File: src/rtl/gen_target.sv
// Training-sample sequencer: streams the XOR dataset with encoded target pairs for N_EPOCH passes.
// Optional macro GEN_TARGET_SOFT_EN selects soft targets (HI = 0.9, LO = 0.1) instead of 1.0 / 0.0.
module gen_target #(
  parameter int DATA_WIDTH = 16,
  parameter int FRAC_BITS  = 12,
  parameter int N_EPOCH    = 1000
) (
  input  logic                           clk,
  input  logic                           rst_n,
  input  logic                           start,
  input  logic                           stop,
  output logic [DATA_WIDTH-1:0]          x1,
  output logic [DATA_WIDTH-1:0]          x2,
  output logic [DATA_WIDTH-1:0]          t_1,
  output logic [DATA_WIDTH-1:0]          t_2,
  output logic                           label,
  output logic                           s_valid,
  input  logic                           s_ready,
  output logic [1:0]                     sample_idx,
  output logic [$clog2(N_EPOCH+1)-1:0]   epoch_cnt,
  output logic                           busy,
  output logic                           done
);

  localparam int EW = $clog2(N_EPOCH + 1);
  localparam logic [DATA_WIDTH-1:0] ONE = DATA_WIDTH'(1) << FRAC_BITS;

`ifdef GEN_TARGET_SOFT_EN
  localparam int ONE_I = 1 << FRAC_BITS;
  localparam logic [DATA_WIDTH-1:0] HI = DATA_WIDTH'((9 * ONE_I + 5) / 10);
  localparam logic [DATA_WIDTH-1:0] LO = DATA_WIDTH'((ONE_I + 5) / 10);
`else
  localparam logic [DATA_WIDTH-1:0] HI = ONE;
  localparam logic [DATA_WIDTH-1:0] LO = '0;
`endif

  typedef enum logic [1:0] {IDLE, RUN, DONE} state_e;

  state_e                  state_q, state_d;
  logic [1:0]              idx_q, idx_d;
  logic [EW-1:0]           epoch_q, epoch_d;
  logic                    stop_pend_q, stop_pend_d;
  logic [DATA_WIDTH-1:0]   x1_q, x1_d, x2_q, x2_d, t1_q, t1_d, t2_q, t2_d;
  logic                    label_q, label_d;

  logic                    hs;
  logic [1:0]              next_idx;
  logic [EW-1:0]           epoch_next;

  // The ROM is pure index decode: bit 1 selects x1, bit 0 selects x2, label is their XOR.
  function automatic logic [DATA_WIDTH-1:0] feat(input logic b);
    return b ? ONE : '0;
  endfunction

  always_ff @(posedge clk or negedge rst_n) begin
    if (!rst_n) begin
      state_q     <= IDLE;
      idx_q       <= '0;
      epoch_q     <= '0;
      stop_pend_q <= 1'b0;
      x1_q        <= '0;
      x2_q        <= '0;
      t1_q        <= '0;
      t2_q        <= '0;
      label_q     <= 1'b0;
    end else begin
      state_q     <= state_d;
      idx_q       <= idx_d;
      epoch_q     <= epoch_d;
      stop_pend_q <= stop_pend_d;
      x1_q        <= x1_d;
      x2_q        <= x2_d;
      t1_q        <= t1_d;
      t2_q        <= t2_d;
      label_q     <= label_d;
    end
  end

  always_comb begin
    state_d     = state_q;
    idx_d       = idx_q;
    epoch_d     = epoch_q;
    stop_pend_d = stop_pend_q;
    x1_d        = x1_q;
    x2_d        = x2_q;
    t1_d        = t1_q;
    t2_d        = t2_q;
    label_d     = label_q;
    hs          = (state_q == RUN) && s_ready;
    next_idx    = '0;
    epoch_next  = epoch_q;

    unique case (state_q)
      IDLE: begin
        if (start && !stop) begin
          state_d     = RUN;
          idx_d       = '0;
          epoch_d     = '0;
          stop_pend_d = 1'b0;
          x1_d        = '0;
          x2_d        = '0;
          t1_d        = HI;
          t2_d        = LO;
          label_d     = 1'b0;
        end
      end
      RUN: begin
        stop_pend_d = stop_pend_q | stop;
        if (hs) begin
          next_idx = idx_q + 2'd1;
          if (idx_q == 2'd3 && epoch_q != EW'(N_EPOCH))
            epoch_next = epoch_q + EW'(1);
          // Completing the final epoch takes priority over a pending stop.
          if (idx_q == 2'd3 && epoch_next == EW'(N_EPOCH)) begin
            state_d     = DONE;
            idx_d       = '0;
            epoch_d     = epoch_next;
            stop_pend_d = 1'b0;
            x1_d        = '0;
            x2_d        = '0;
            t1_d        = '0;
            t2_d        = '0;
            label_d     = 1'b0;
          end else if (stop_pend_q || stop) begin
            state_d     = IDLE;
            idx_d       = '0;
            epoch_d     = '0;
            stop_pend_d = 1'b0;
            x1_d        = '0;
            x2_d        = '0;
            t1_d        = '0;
            t2_d        = '0;
            label_d     = 1'b0;
          end else begin
            idx_d   = next_idx;
            epoch_d = epoch_next;
            x1_d    = feat(next_idx[1]);
            x2_d    = feat(next_idx[0]);
            label_d = ^next_idx;
            t1_d    = (^next_idx) ? LO : HI;
            t2_d    = (^next_idx) ? HI : LO;
          end
        end
      end
      DONE: begin
        state_d = IDLE;
      end
      default: begin
        state_d = IDLE;
      end
    endcase
  end

  assign s_valid    = (state_q == RUN);
  assign busy       = (state_q == RUN);
  assign done       = (state_q == DONE);
  assign sample_idx = idx_q;
  assign epoch_cnt  = epoch_q;
  assign x1         = x1_q;
  assign x2         = x2_q;
  assign t_1        = t1_q;
  assign t_2        = t2_q;
  assign label      = label_q;

endmodule

File: config.mk
export PLATFORM = sky130hd
export DESIGN_NAME = gen_target
export DESIGN_NICKNAME = d
export VERILOG_FILES = /design/src/rtl/gen_target.sv
export SDC_FILE = /design/constraint.sdc
export NUM_CORES = 1
export LEC_CHECK = 0
export ABC_AREA = 1
export CAP_MARGIN = 20
export CORE_AREA = 4 4 66 74
export CTS_CLUSTER_DIAMETER = 30
export DETAILED_ROUTE_END_ITERATION = 8
export DIE_AREA = 0 0 70 78
export GPL_TIMING_DRIVEN = 1
export PLACE_DENSITY = 0.88
export SLEW_MARGIN = 20
export SYNTH_ARGS = -nofsm -noshare
export SYNTH_HDL_FRONTEND = slang
export SYNTH_SLANG_ARGS = --single-unit
File: constraint.sdc
create_clock -name clk -period 2.4 [get_ports clk]
set_input_delay 0.36 -clock clk [delete_from_list [all_inputs] [get_ports clk]]
set_output_delay 0.36 -clock clk [all_outputs]
set_load 0.01 [all_outputs]
==> results_dict.tcl <==
set metrics [dict create \
    synth_area_leaders "buf_4 (30%), dfrtp_1 (26%), nand2_1 (12%)" \
    diodes 0 \
    wirelength_um 3060 \
    clock_latency_ns 0.25 \
    via_count 1250 \
    leakage_nw 0.857 \
    syn_avg_cell_area_um2 7.25 \
    grt.total_usage_pct 10.9 \
    die_area_um2 5460 \
    vias_per_cell 4.18 \
    design_area_um2 1710 \
    post-place-ws_ns 0.377 \
    core_um2 4190 \
    hold_viol 0 \
    start_kind "register" \
    fin_hold_ws_ns 0.491 \
    nets 254 \
    holdBufCountCts 0 \
    port_buffers 24 \
    top_level_ports 85 \
    place_area_um2 1660 \
    tns_ns 0 \
    cts_tree "done" \
    fmax_mhz 488 \
    ant_nets 0 \
    post_drt_wl_per_cell_um 10.2 \
    synth_top_cell_by_area "buf_4" \
    htree_levels 1 \
    yosysSeqAreaShare_pct 26.4 \
    clock-root-buffer "clkbuf_8" \
    cts_buffer_depth 2 \
    drcViolationCount 0 \
    crit_fanout 6 \
    hp-class "reg -> reg" \
    rsz0062_at_grt "no" \
    grt_remaining_overflow 0 \
    cts_resized 0 \
    clock_sinks 17 \
    grt_max_degree 18 \
    die_y_um 78 \
    gp_congestion 0.806 \
    initial_core_util_pct 38.4 \
    endpoint_kind "register" \
    slew_viol_final 0 \
    highest_layer "met4" \
    outcome "complete, no violations" \
    synthCells 222 \
    antenna_found_initial 0 \
    fin_total_pwr_mw 1.07 \
    reg2reg_slack_ns 0.35 \
    place_inst 295 \
    wl_met2_um 1500 \
    synth-seq-cells 17 \
    route.met3.wl_um 347 \
    drtIter0Drc 57 \
    hpwl_um 2430 \
    die_w_um 70 \
    post-cts-setup-buffers 0 \
    clk_pin_slew_ns 0.07 \
    grt_pass1_vias 1154 \
    drt-pass1-iter-count 4 \
    slew_headroom_pct 47.5 \
    placementRows 25 \
    worstMarginPinSlew_ns 0.785 \
    final_core_util_pct 40.8 \
    wl_met1_um 1170 \
    synth_cell_type_count 27 \
    crit_required_ns 2.55 \
    synth_top_area_share_pct 29.8 \
    pwr_density_cell_nw_per_um2 626 \
    syn2layout_area_growth_pct 6.29 \
    fin_cells 299 \
    setup_slack_ns 0.351 \
    synth_area_um2 1610 \
    fin_skew_ns 0.00140 \
    critPathKind "reg -> reg" \
    cts_buffers 3 \
    setup_violations 0 \
    post-route-min-period_ns 2.05 \
    worstPathArrival_ns 2.20 \
    ir_worst_vdd_mv 0.540 \
    period_share_pct 85.4 \
    layout-drive-gt1-share_pct 9.80 \
    grt_pass1_wl_um 4920 \
    cap_violations 0 \
    ys_warn_count 0 \
]
## Yosys cell counts, drive strengths merged
master and count:
buf 64, nand2 57, inv 21, nor2 21
dfrtp 17, nand3 14, o21ai 7, nand3b 5
ha 3, o41ai 2, or2 2, xnor2 2
a21oi 1, clkbuf 1, conb 1, nand4 1
o21a 1, o21bai 1, xor2 1
## cell families after synthesis
family          count (synthesis)  share of synthesized area [%]
simple gates                  100                           29.9
compound gates                 12                           4.51
other cells                     1                          0.233
buf+inv                        86                           35.0
xor+xnor                        3                           1.63
flops                          17                           26.4
fa+ha+maj                       3                           2.33
## path summary, 6_finish.rpt
| path | endpoint | cells after the start | from |
|---|---|---|---|
| max in group asynchronous | state_q[1]$_DFFE_PN0P_ | 1 | rst_n |
| max | state_q[0]$_DFFE_PN0P_ | 12 | x2[12]$_DFFE_PN0P_ |
| max reg2reg | state_q[0]$_DFFE_PN0P_ | 12 | x2[12]$_DFFE_PN0P_ |
| min reg2reg | stop_pend_q$_DFFE_PN0P_ | 1 | stop_pend_q$_DFFE_PN0P_ |
| min | stop_pend_q$_DFFE_PN0P_ | 1 | stop_pend_q$_DFFE_PN0P_ |
| min in group asynchronous | epoch_cnt[3]$_DFFE_PN0P_ | 1 | rst_n |
## sequential cells by signal, indices dropped and copies added, names as in the netlist
signal	flops
stop_pend_q	1
t_1	1
x1	1
epoch_cnt	10
state_q	2
label	1
x2	1
## final cells by class
cell class | count | area [um^2]
Clock buffer | 3 | 41.3
Multi-Input combinational cell | 178 | 843
Inverter | 21 | 78.8
Sequential cell | 17 | 425
Fill cell | 450 | 2480
Tap cell | 54 | 67.6
Clock inverter | 1 | 7.51
Timing Repair Buffer | 25 | 248
## critical path: stages, from the launching register on
cell     delay [ns]
dfrtp_1        0.46
ha_1           0.33
inv_1          0.12
nor2_4         0.18
nand3_1        0.10
nand2_1        0.10
nand3_1        0.07
nor2_1         0.12
nand3_2        0.16
nand2_2        0.13
nand2_1        0.06
nand2_1        0.06
nand2_1        0.05
## power breakdown
part           internal, mW  leakage [nW]  total (mW)  switching, mW
sequential            0.330         0.231       0.372         0.0414
combinational         0.198         0.604       0.480          0.282
clock                 0.117        0.0217       0.220          0.103
## placed cells by master (no fill, tap or decap)
cell and count:
a21oi_1 1, buf_4 1, clkbuf_8 3, clkdlybuf4s50_1 24
clkinvlp_4 1, conb_1 60, dfrtp_1 17, ha_1 3
inv_1 18, inv_2 3, nand2_1 52, nand2_2 4
nand2_4 1, nand3_1 12, nand3_2 2, nand3b_1 5
nand4_1 1, nor2_1 13, nor2_2 5, nor2_4 3
o21a_1 1, o21ai_0 2, o21ai_1 5, o21bai_1 1
o41ai_1 2, or2_0 1, or2_2 1, xnor2_1 2
xor2_1 1
## per-layer routing
metal  track usage, %  vias up
li1                 -      611
met1             12.5      564
met2             19.4       70
met3             3.50        5
met4             2.87        0
met5                0        -
Note: power is estimated with default switching activity, not from simulation.
